===== config.mk =====
export PLATFORM = sky130hd
export DESIGN_NAME = prog_loader
export DESIGN_NICKNAME = d
export VERILOG_FILES = /design/src/rtl/prog_loader.sv
export SDC_FILE = /design/constraint.sdc
export NUM_CORES = 1
export LEC_CHECK = 0
export CAP_MARGIN = 20
export CORE_AREA = 3 3 83 101
export DETAILED_ROUTE_END_ITERATION = 6
export DIE_AREA = 0 0 86 104
export HOLD_SLACK_MARGIN = 0.03
export MAX_ROUTING_LAYER = met4
export PLACE_DENSITY = 0.9
export SLEW_MARGIN = 15
export SYNTH_ARGS = -nofsm -noshare
export SYNTH_HDL_FRONTEND = slang
export SYNTH_SLANG_ARGS = --single-unit

===== constraint.sdc =====
create_clock -name clk_i -period 2.7 [get_ports clk_i]
set_input_delay 0.27 -clock clk_i [delete_from_list [all_inputs] [get_ports clk_i]]
set_output_delay 0.27 -clock clk_i [all_outputs]
set_load 0.01 [all_outputs]

===== src/rtl/prog_loader.sv =====
// prog_loader: frames a byte stream into 18-bit words and writes the RAT program memory,
// holding the MCU in reset until a load completes with a good checksum.
module prog_loader #(
   parameter int unsigned TIMEOUT_CYCLES = 50_000_000,
   parameter logic [7:0]  HDR_BYTE       = 8'hA5
) (
   input  logic        clk_i,
   input  logic        rst_n_i,
   input  logic        start_i,
   input  logic [7:0]  rx_data_i,
   input  logic        rx_valid_i,
   output logic        we_o,
   output logic [9:0]  waddr_o,
   output logic [17:0] wdata_o,
   output logic        mcu_hold_o,
   output logic        done_o,
   output logic        err_o
);
   typedef enum logic [3:0] {IDLE, WAIT_HDR, CNT_HI, CNT_LO, B0, B1, B2, CHK, DONE, ERR} state_t;
   localparam logic [26:0] TO_LAST = 27'(TIMEOUT_CYCLES - 1);
   state_t      state_q, state_d;
   logic [9:0]  cnt_q, cnt_d, waddr_q, waddr_d;
   logic [7:0]  sum_q, sum_d, b1_q, b1_d;
   logic [1:0]  b0_q, b0_d;
   logic [17:0] wdata_q, wdata_d;
   logic [26:0] timer_q, timer_d;
   logic        we_q, we_d, hold_q, done_q, err_q;
   logic        timing, acc;
   always_comb begin
      timing  = state_q inside {CNT_HI, CNT_LO, B0, B1, B2, CHK};
      acc     = rx_valid_i && (timing || state_q == WAIT_HDR);
      state_d = state_q;
      cnt_d   = cnt_q;
      sum_d   = sum_q;
      b0_d    = b0_q;
      b1_d    = b1_q;
      wdata_d = wdata_q;
      we_d    = 1'b0;
      // the address advances after each write pulse but saturates at the last word
      waddr_d = (we_q && waddr_q != 10'h3FF) ? waddr_q + 10'd1 : waddr_q;
      timer_d = timing ? timer_q + 27'd1 : '0;
      if (start_i) begin
         state_d = WAIT_HDR;
         sum_d   = '0;
         timer_d = '0;
         waddr_d = '0;
      end else if (acc) begin
         timer_d = '0;
         sum_d   = (timing && state_q != CHK) ? sum_q + rx_data_i : sum_q;
         case (state_q)
            WAIT_HDR: state_d = (rx_data_i == HDR_BYTE) ? CNT_HI : WAIT_HDR;
            CNT_HI: begin
               cnt_d[9:8] = rx_data_i[1:0];
               state_d    = CNT_LO;
            end
            CNT_LO: begin
               cnt_d[7:0] = rx_data_i;
               state_d    = B0;
            end
            B0: begin
               b0_d    = rx_data_i[1:0];
               state_d = B1;
            end
            B1: begin
               b1_d    = rx_data_i;
               state_d = B2;
            end
            B2: begin
               we_d    = 1'b1;
               wdata_d = {b0_q, b1_q, rx_data_i};
               cnt_d   = cnt_q - 10'd1;
               state_d = (cnt_q == 10'd0) ? CHK : B0;
            end
            CHK:     state_d = (rx_data_i == sum_q) ? DONE : ERR;
            default: state_d = state_q;
         endcase
      end else if (timing && timer_q == TO_LAST) begin
         state_d = ERR;
      end
   end
   always_ff @(posedge clk_i) begin
      if (!rst_n_i) begin
         state_q <= IDLE;
         cnt_q   <= '0;
         sum_q   <= '0;
         b0_q    <= '0;
         b1_q    <= '0;
         wdata_q <= '0;
         waddr_q <= '0;
         timer_q <= '0;
         we_q    <= 1'b0;
         hold_q  <= 1'b0;
         done_q  <= 1'b0;
         err_q   <= 1'b0;
      end else begin
         state_q <= state_d;
         cnt_q   <= cnt_d;
         sum_q   <= sum_d;
         b0_q    <= b0_d;
         b1_q    <= b1_d;
         wdata_q <= wdata_d;
         waddr_q <= waddr_d;
         timer_q <= timer_d;
         we_q    <= we_d;
         hold_q  <= !(state_d inside {IDLE, DONE});
         done_q  <= state_d == DONE;
         err_q   <= state_d == ERR;
      end
   end
   assign we_o       = we_q;
   assign waddr_o    = waddr_q;
   assign wdata_o    = wdata_q;
   assign mcu_hold_o = hold_q;
   assign done_o     = done_q;
   assign err_o      = err_q;
endmodule


### After elaboration in Yosys (flattened, before gate mapping)

Index checks and enable logic that the tools add are counted.
W data, S select, Z words.

| word-level totals | value |
|---|---|
| output and inout bits | 32 |
| word-level logic and storage cells | 66 |
| register bits after elaboration | 91 |

| operators by class | value |
|---|---|
| reduce and logical (&&, ||, !) cells | 21 |
| bitwise gates (word level) | 4 |
| eq/ne operators | 14 |
| multiplexer cells | 10 |
| add/sub/neg operators | 4 |

Operator list:

| operator | number |
|---|---|
| $pmux W4 S7 | 1 |
| $add A27 B1 Y27 const B | 1 |
| $eq A27 B26 Y1 const B | 1 |
| $eq A4 B3 Y1 const B | 4 |
| $pmux W8 S2 | 1 |
| $reduce_and A3 Y1 | 5 |
| $mux W4 | 3 |
| $add A10 B1 Y10 const B | 1 |
| $logic_not A10 Y1 | 1 |
| $ne A10 B10 Y1 const B | 1 |
| $sub A10 B1 Y10 const B | 1 |
| $add A8 B8 Y8 | 1 |
| $eq A4 B2 Y1 const B | 2 |
| $eq A4 B4 Y1 const B | 2 |
| $eq A8 B8 Y1 | 1 |
| $eq A8 B8 Y1 const B | 1 |
| $reduce_bool A2 Y1 | 3 |
| $reduce_bool A6 Y1 | 1 |
| $eq A4 B1 Y1 const B | 1 |
| $logic_and A1 B1 Y1 | 4 |
| $logic_not A4 Y1 | 1 |
| $mux W2 | 2 |
| $ne A4 B3 Y1 const B | 1 |
| $not A1 Y1 | 4 |
| other kinds (8) | 9 |

### Logic depth before layout (Yosys ltp)

Gate-level depths: netlist of the first run.

| depth | value |
|---|---|
| word-level depth | 9 |
| depth in mapped cells | 8 |
| gate-level depth less buffers | 8 |

### Least setup slack after synthesis of the first run

OpenSTA, ideal clock, no wires.

| timing path | value |
|---|---|
| path kind | register -> register |
| start | register timer_q[0] |
| end | register done_q, in the netlist done_o |
| stages on the path, launching flop included | 8 |
| buffers on the path | 1 |
| setup slack | 887 ps |
| data arrival time | 1,726 ps |
| library setup time | 87 ps |
| required time | 2,613 ps |
| cell sequence | dfxtp_1 -> ha_1 -> and4_1 -> clkbuf_1 -> and2_1 -> a31oi_1 -> a221o_1 -> nor4b_2 |

| between the ends | value |
|---|---|
| word-level cells in the longest chain between the ends | 6 |

RTL lines:

| what | line | RTL |
|---|---|---|
| start, declared | 26 | `logic [26:0] timer_q, timer_d;` |
| start signal, assigned | 103 | `timer_q <= timer_d;` |
| $eq A27 B26 Y1 | 77 | `end else if (timing && timer_q == TO_LAST) begin` |
| $logic_and A1 B1 Y1 | 77 |  |
| $mux W4 | 77 |  |
| $mux W4 | 47 | `end else if (acc) begin` |
| $mux W4 | 42 | `if (start_i) begin` |
| $eq A4 B4 Y1 | 106 | `done_q <= state_d == DONE;` |
| end signal, assigned | 93 | `done_q <= 1'b0;` |
| end signal, assigned | 106 |  |
| end, declared | 27 | `logic we_q, we_d, hold_q, done_q, err_q;` |

No other way between the ends.
A chain may end at the register's enable or synchronous reset.

### Worst setup path after layout of the first run

| timing path | value |
|---|---|
| start | register timer_q[0] |
| end | register timer_q[26] |

| between the ends | value |
|---|---|
| word-level cells in the longest chain between the ends | 1 |

RTL lines:

| what | line | RTL |
|---|---|---|
| $add A27 B1 Y27 | 41 | `timer_d = timing ? timer_q + 27'd1 : '0;` |

No other way between the ends.

==> out/results.txt, run 1 <==
Crit path capture - timer_q[26]
Met3 usage - 3.41%
Vias per cell - 6.04
Final period utilization - 78.9%
Nets - 598
RSZ-0062 raised after global routing - no
DIE WIDTH - 86 µm
Yosys warns - 0
Rows - 35
Sequential area share after synthesis - 41.1%
Final hold vios - 0
Setup crit end kind - register
Achievable frequency - 470 MHz
Clock Tree Root - clkbuf_8
Crit Path Class - reg2reg
Max-Cap Viols - 0
Setup bufs post-CTS - 0
Hold_ws - 452 ps
WL per Instance - 15.7 µm
LEAKAGE - 1.85 nW
Drt first pass iters - 5
Core ar. - 7580 µm²
Status - finished clean
Register-to-Register Path Depth - 6
Routability cong. - 0.925
WP data arrival - 2390 ps
CP cell instances - ha_1 -> and4_1 -> nand4_1 -> nor4_1 -> xnor2_1 -> nor2_1
Mapped Cells - 532
Final core utilization - 68.3%
Final setup vio count - 0
Post-Route WL - 10,500 µm
Setup_tns - 0 ps
Gr usage total - 24.9%
Boundary Pins - 44
TritonCTS clock tree - yes
Initial antenna violation count - 0
Setup ws final - 570 ps
Crit path time final - 2130 ps
Critical path's slowest cell - nor4_1
Clock skew - 19.7 ps
Maximum VDD drop - 0.323 mV
Vias - 4,055
Port bufs - 43
Busiest layer in global routing - met2
Crit path launch - timer_q[0]
Count of different cell masters after synthesis - 64
Async SR Flop Fraction - 0%
Worst R2R End - timer_q[26]
Global-route wire length before repair - 17,900 µm
Hold buffers post-CTS - 0
Layout cells sized above 1 - 6.22%
Worst-Skew Late Latency - 380 ps
Mapped Avg Cell Area - 8.34 µm²
Startpoint Class - register
Final Max Slew Viols - 0
Largest net degree at the start of global routing - 43
Number of synthesized flops with an enable pin - 0
GR Util met2 - 42.4%
Cell Pwr Density - 458 nW/µm²
Post-DP HPWL - 7490 µm
Max stage delay on crit path - 460 ps
Worst path required time - 2960 ps
H-tree level count - 3
Syn Nets - 556
Commonest non-fill, non-tap cell in the layout - dfxtp_1
HP Class - reg2reg
Die extent in y - 104 µm
Main flop type after synthesis - dfxtp_1
Congestion Overflow GR - 0
CTS Sinks - 91
#FFs+latches synth - 91
Ant. Diodes - 0
Reg-to-Reg Start - timer_q[0]
GR Util met1 - 28.1%
DRT iter0 DRCs - 236
Area Growth Syn to Fin - 16.6%
Most frequent cells in the layout - dfxtp_1 (91), nor2_1 (78), nand2_1 (60)
Max FO, Critical Path - 10
Pre-CTS WS - 264 ps
Worst Max-Slew Pin Slew - 567 ps
Final ANT Viol Nets - 0
Post-CTS Resized - 0
Vias in the first global route - 3,961
DRC viols - 0
Cts bufs inserted - 9
FF-to-FF setup slack - 570 ps
CTS clk-pin slew, worst paths - 100 ps
Mapped Area - 4440 µm²
Clock buffer depth - 2
Initial Util - 58.6%
DIE AREA - 8940 µm²
Slew headroom - 62.1%
## sequential cells by signal, summed over array words and instances, names as in the netlist
signal,count
b0_q,2
cnt_q,10
done_o,1
state_q,4
sum_q,8
b1_q,8
we_o,1
waddr_o,10
timer_q,27
mcu_hold_o,1
wdata_o,18
err_o,1
## routing by layer
metal / part of all wire (%) / up-vias
li1: - / 1955
met2: 52 / 133
met4: 3.2 / 0
met3: 4.3 / 29
met1: 40 / 1938
met5: 0 / -
## worst max-delay path, delay by kind of cell (launching register included)
family	cells	cell delay, ps
simple gates	4	1250
flops	1	370
fa+ha+maj	1	210
xor+xnor	1	180
## how the worst min path moves through the flow
stage	depth (start not counted)	to	from	slack (ps)
2_1_floorplan	2	wdata_o[0]	rx_data_i[0]	410
3_3_place_gp	1	timer_q[0]	timer_q[0]	420
3_5_place_dp	1	timer_q[0]	timer_q[0]	440
4_1_cts	2	wdata_o[17]	b0_q[1]	460
5_1_grt	2	wdata_o[11]	b1_q[3]	480
6_report	2	wdata_o[17]	b0_q[1]	450
## layout make-up
cell class,count,area [µm²]
clock buffers,9,124
multi-input cells,399,2450
well taps,92,115
clock inverters,7,76.3
inverters,18,67.6
repair buffers,55,520
fillers,591,2400
flip-flops and latches,91,1820
## synthesized netlist by cell type (2+ instances only)
| cell | instances | area share (%) |
|---|---|---|
| a211oi_1 | 2 | 0.34 |
| a21oi_1 | 36 | 4.1 |
| a221oi_1 | 2 | 0.39 |
| a22o_1 | 2 | 0.39 |
| a22oi_1 | 5 | 0.85 |
| a2bb2oi_1 | 2 | 0.39 |
| a31oi_1 | 2 | 0.28 |
| a41oi_1 | 4 | 0.79 |
| and2_1 | 6 | 0.85 |
| and3_1 | 8 | 1.1 |
| and4_1 | 8 | 1.6 |
| buf_2 | 3 | 0.34 |
| clkbuf_1 | 19 | 1.6 |
| dfxtp_1 | 91 | 41 |
| ha_1 | 11 | 3.1 |
| inv_1 | 17 | 1.4 |
| mux2i_1 | 13 | 2.9 |
| nand2_1 | 60 | 5.1 |
| nand2b_1 | 2 | 0.28 |
| nand3_1 | 22 | 2.5 |
| nand4_1 | 15 | 2.1 |
| nand4b_1 | 3 | 0.59 |
| nor2_1 | 78 | 6.6 |
| nor2b_1 | 4 | 0.56 |
| nor3_1 | 11 | 1.2 |
| nor3b_1 | 2 | 0.34 |
| nor4_1 | 7 | 0.99 |
| nor4_2 | 2 | 0.56 |
| nor4b_1 | 3 | 0.59 |
| nor4bb_1 | 5 | 1.1 |
| o2111ai_1 | 3 | 0.59 |
| o211ai_1 | 3 | 0.51 |
| o21ai_0 | 5 | 0.56 |
| o21ai_1 | 10 | 1.1 |
| or3_1 | 3 | 0.42 |
| xnor2_1 | 13 | 2.6 |
| xor2_1 | 23 | 4.5 |
## metrics by stage
step | instances | power, W | instance area, µm²
finish | 671 | 0.00237 | 5170
global route | 671 | 0.00244 | 5170
CTS | 671 | 0.00238 | 5170
detailed placement | 655 | 0.00148 | 4970
global placement | 655 | 0.00148 | 4970
floorplan | 532 | 0.00143 | 4440
## kinds of logic after synthesis
| logic type | synth area share, % |
|---|---|
| mux | 2.93 |
| buf+inv | 3.72 |
| compound gates | 12.6 |
| flops | 41.1 |
| simple gates | 29.0 |
| fa+ha+maj | 3.55 |
| xor+xnor | 7.11 |
## power by group
group	internal (W)	total [W]	leakage (nW)	switching, W
sequential	0.00134	0.00135	0.733	0.00000478
combinational	0.0000406	0.000100	1.01	0.0000599
clock	0.000368	0.000921	0.103	0.000553
total	0.00175	0.00237	1.85	0.000618
Power figures use the tool's default switching activity.
==> run 2, diff against run 1 <==
Settings changed: CORE_AREA 3 3 83 101 to 3 3 85 103, DIE_AREA 0 0 86 104 to 0 0 88 106, PLACE_DENSITY 0.9 to 0.87.
Clock period 2.7 ns to 2.01 ns, I/O delays scaled along.
==> run 2 against run 1 <==
Net effect:
- largest cell class unchanged
- largest power group unchanged
- flip-flop and latch count unchanged
- clock-buffer cell count did not move
- fmax is 7.3% higher
==> out/results.txt, run 2 (synthesis gave the netlist of run 1 again) <==
Vias in the first global route - 3,917
Achievable frequency - 504 MHz
Clock skew - 11.9 ps
Clock Tree Root - clkbuf_8
Setup bufs post-CTS - 0
Post-DP HPWL - 7810 µm
Biggest register - timer_q
Routability cong. - 0.934
WP data arrival - 2260 ps
Rows - 35
Fill count - 602
Worst path required time - 2280 ps
Port bufs - 43
Crit path time final - 1980 ps
Uppermost routed layer - met4
Final Max Slew Viols - 0
Wl on met1 - 4620 µm
Setup crit end kind - register
DIE WIDTH - 88 µm
Placed insts - 690
Largest net degree at the start of global routing - 43
Final ANT Viol Nets - 0
Area Growth Syn to Fin - 23.8%
Startpoint Class - register
Max FO, Critical Path - 5
Layout cells sized above 1 - 12.1%
LEAKAGE - 2.03 nW
Congestion Overflow GR - 0
Worst Path Buf+Inv - 0
Met2 WL - 5730 µm
Max FFs per register - 27
Vias per cell - 5.88
Final setup vio count - 0
Maximum VDD drop - 0.420 mV
Nets - 633
Clock buffer depth - 2
DRC viols - 0
DIE AREA - 9330 µm²
Vias - 4,154
CP cell instances - or4_1 -> nor3_2 -> a31oi_2 -> a221o_1 -> nor4b_2
Final period utilization - 98.7%
CTS Sinks - 91
Ant. Diodes - 0
TritonCTS clock tree - yes
Boundary Pins - 44
Core ar. - 7750 µm²
Cts bufs inserted - 9
Cell Pwr Density - 601 nW/µm²
H-tree level count - 3
Worst Max-Slew Pin Slew - 472 ps
Post-Layout Cell Count - 706
Most frequent cells in the layout - dfxtp_1 (91), nor2_1 (78), nand2_1 (60)
Gr usage total - 24.4%
Worst-Skew Late Latency - 360 ps
Drt first pass iters - 4
Die extent in y - 106 µm
Global-route wire length before repair - 18,100 µm
Initial Util - 57.2%
WL per Instance - 15.5 µm
CTS clk-pin slew, worst paths - 100 ps
Commonest non-fill, non-tap cell in the layout - dfxtp_1
Status - finished clean
Hold_ws - 453 ps
DRT iter0 DRCs - 297
Slew headroom - 68.4%
Setup_tns - 0 ps
Crit Path Class - reg2reg
Final hold vios - 0
Initial antenna violation count - 0
HP Class - reg2reg
Max-Cap Viols - 0
Family with the most delay on the worst path - simple AND/OR/NAND/NOR gates
Max stage delay on crit path - 490 ps
Post-Route WL - 11,000 µm
Critical path's slowest cell - or4_1
Met3 wire length - 365 µm
[run 2: final cells by class]
| type | instances | area, µm² | share of cell area, % |
|---|---|---|---|
| clock buffer | 9 | 124 | 2.26 |
| multi-input combinational | 399 | 2460 | 44.8 |
| sequential | 91 | 1820 | 33.2 |
| inverter | 18 | 67.6 | 1.23 |
| clock inverter | 7 | 93.8 | 1.71 |
| tap | 92 | 115 | 2.10 |
| timing repair buffer | 90 | 808 | 14.7 |
[run 2: routing by layer]
layer	vias to the layer above	global-route usage, %
met2	104	41.5
met3	23	4.03
met5	-	-
li1	2028	-
met1	1999	28.6
met4	0	8.55
[run 2: power by group]
group | internal [W] | leakage, nW | switching, W | total [W]
clock | 0.000609 | 0.107 | 0.000716 | 0.00132
combinational | 0.0000777 | 1.19 | 0.0000868 | 0.000165
sequential | 0.00180 | 0.733 | 0.00000654 | 0.00181
total | 0.00249 | 2.03 | 0.000809 | 0.00330
[run 2: metrics by stage]
| stage | setup slack, ps | power, W | util (%) | area, µm² |
|---|---|---|---|---|
| 2_1_floorplan | 197 | 0.00192 | - | 4440 |
| 3_3_place_gp | -143 | 0.00201 | 67.9 | 5260 |
| 3_5_place_dp | -219 | 0.00201 | 67.9 | 5260 |
| 4_1_cts | 39.4 | 0.00332 | 70.7 | 5480 |
| 5_1_grt | -28.0 | 0.00341 | 70.8 | 5490 |
| 6_report | 25.2 | 0.00330 | 70.8 | 5490 |
[run 2: worst paths after layout]
path,startpoint,to,slack [ps],cells after the start
worst max-delay path,timer_q[8],done_o,30,5
worst min-delay path,timer_q[0],timer_q[0],450,1
worst max register to register,timer_q[8],done_o,30,5
worst min register to register,timer_q[0],timer_q[0],450,1
[run 2: repair_timing]
item,in CTS,in global routing
resized for setup,0,5
hold buffers,0,0
endpoints found under the setup margin,0,3
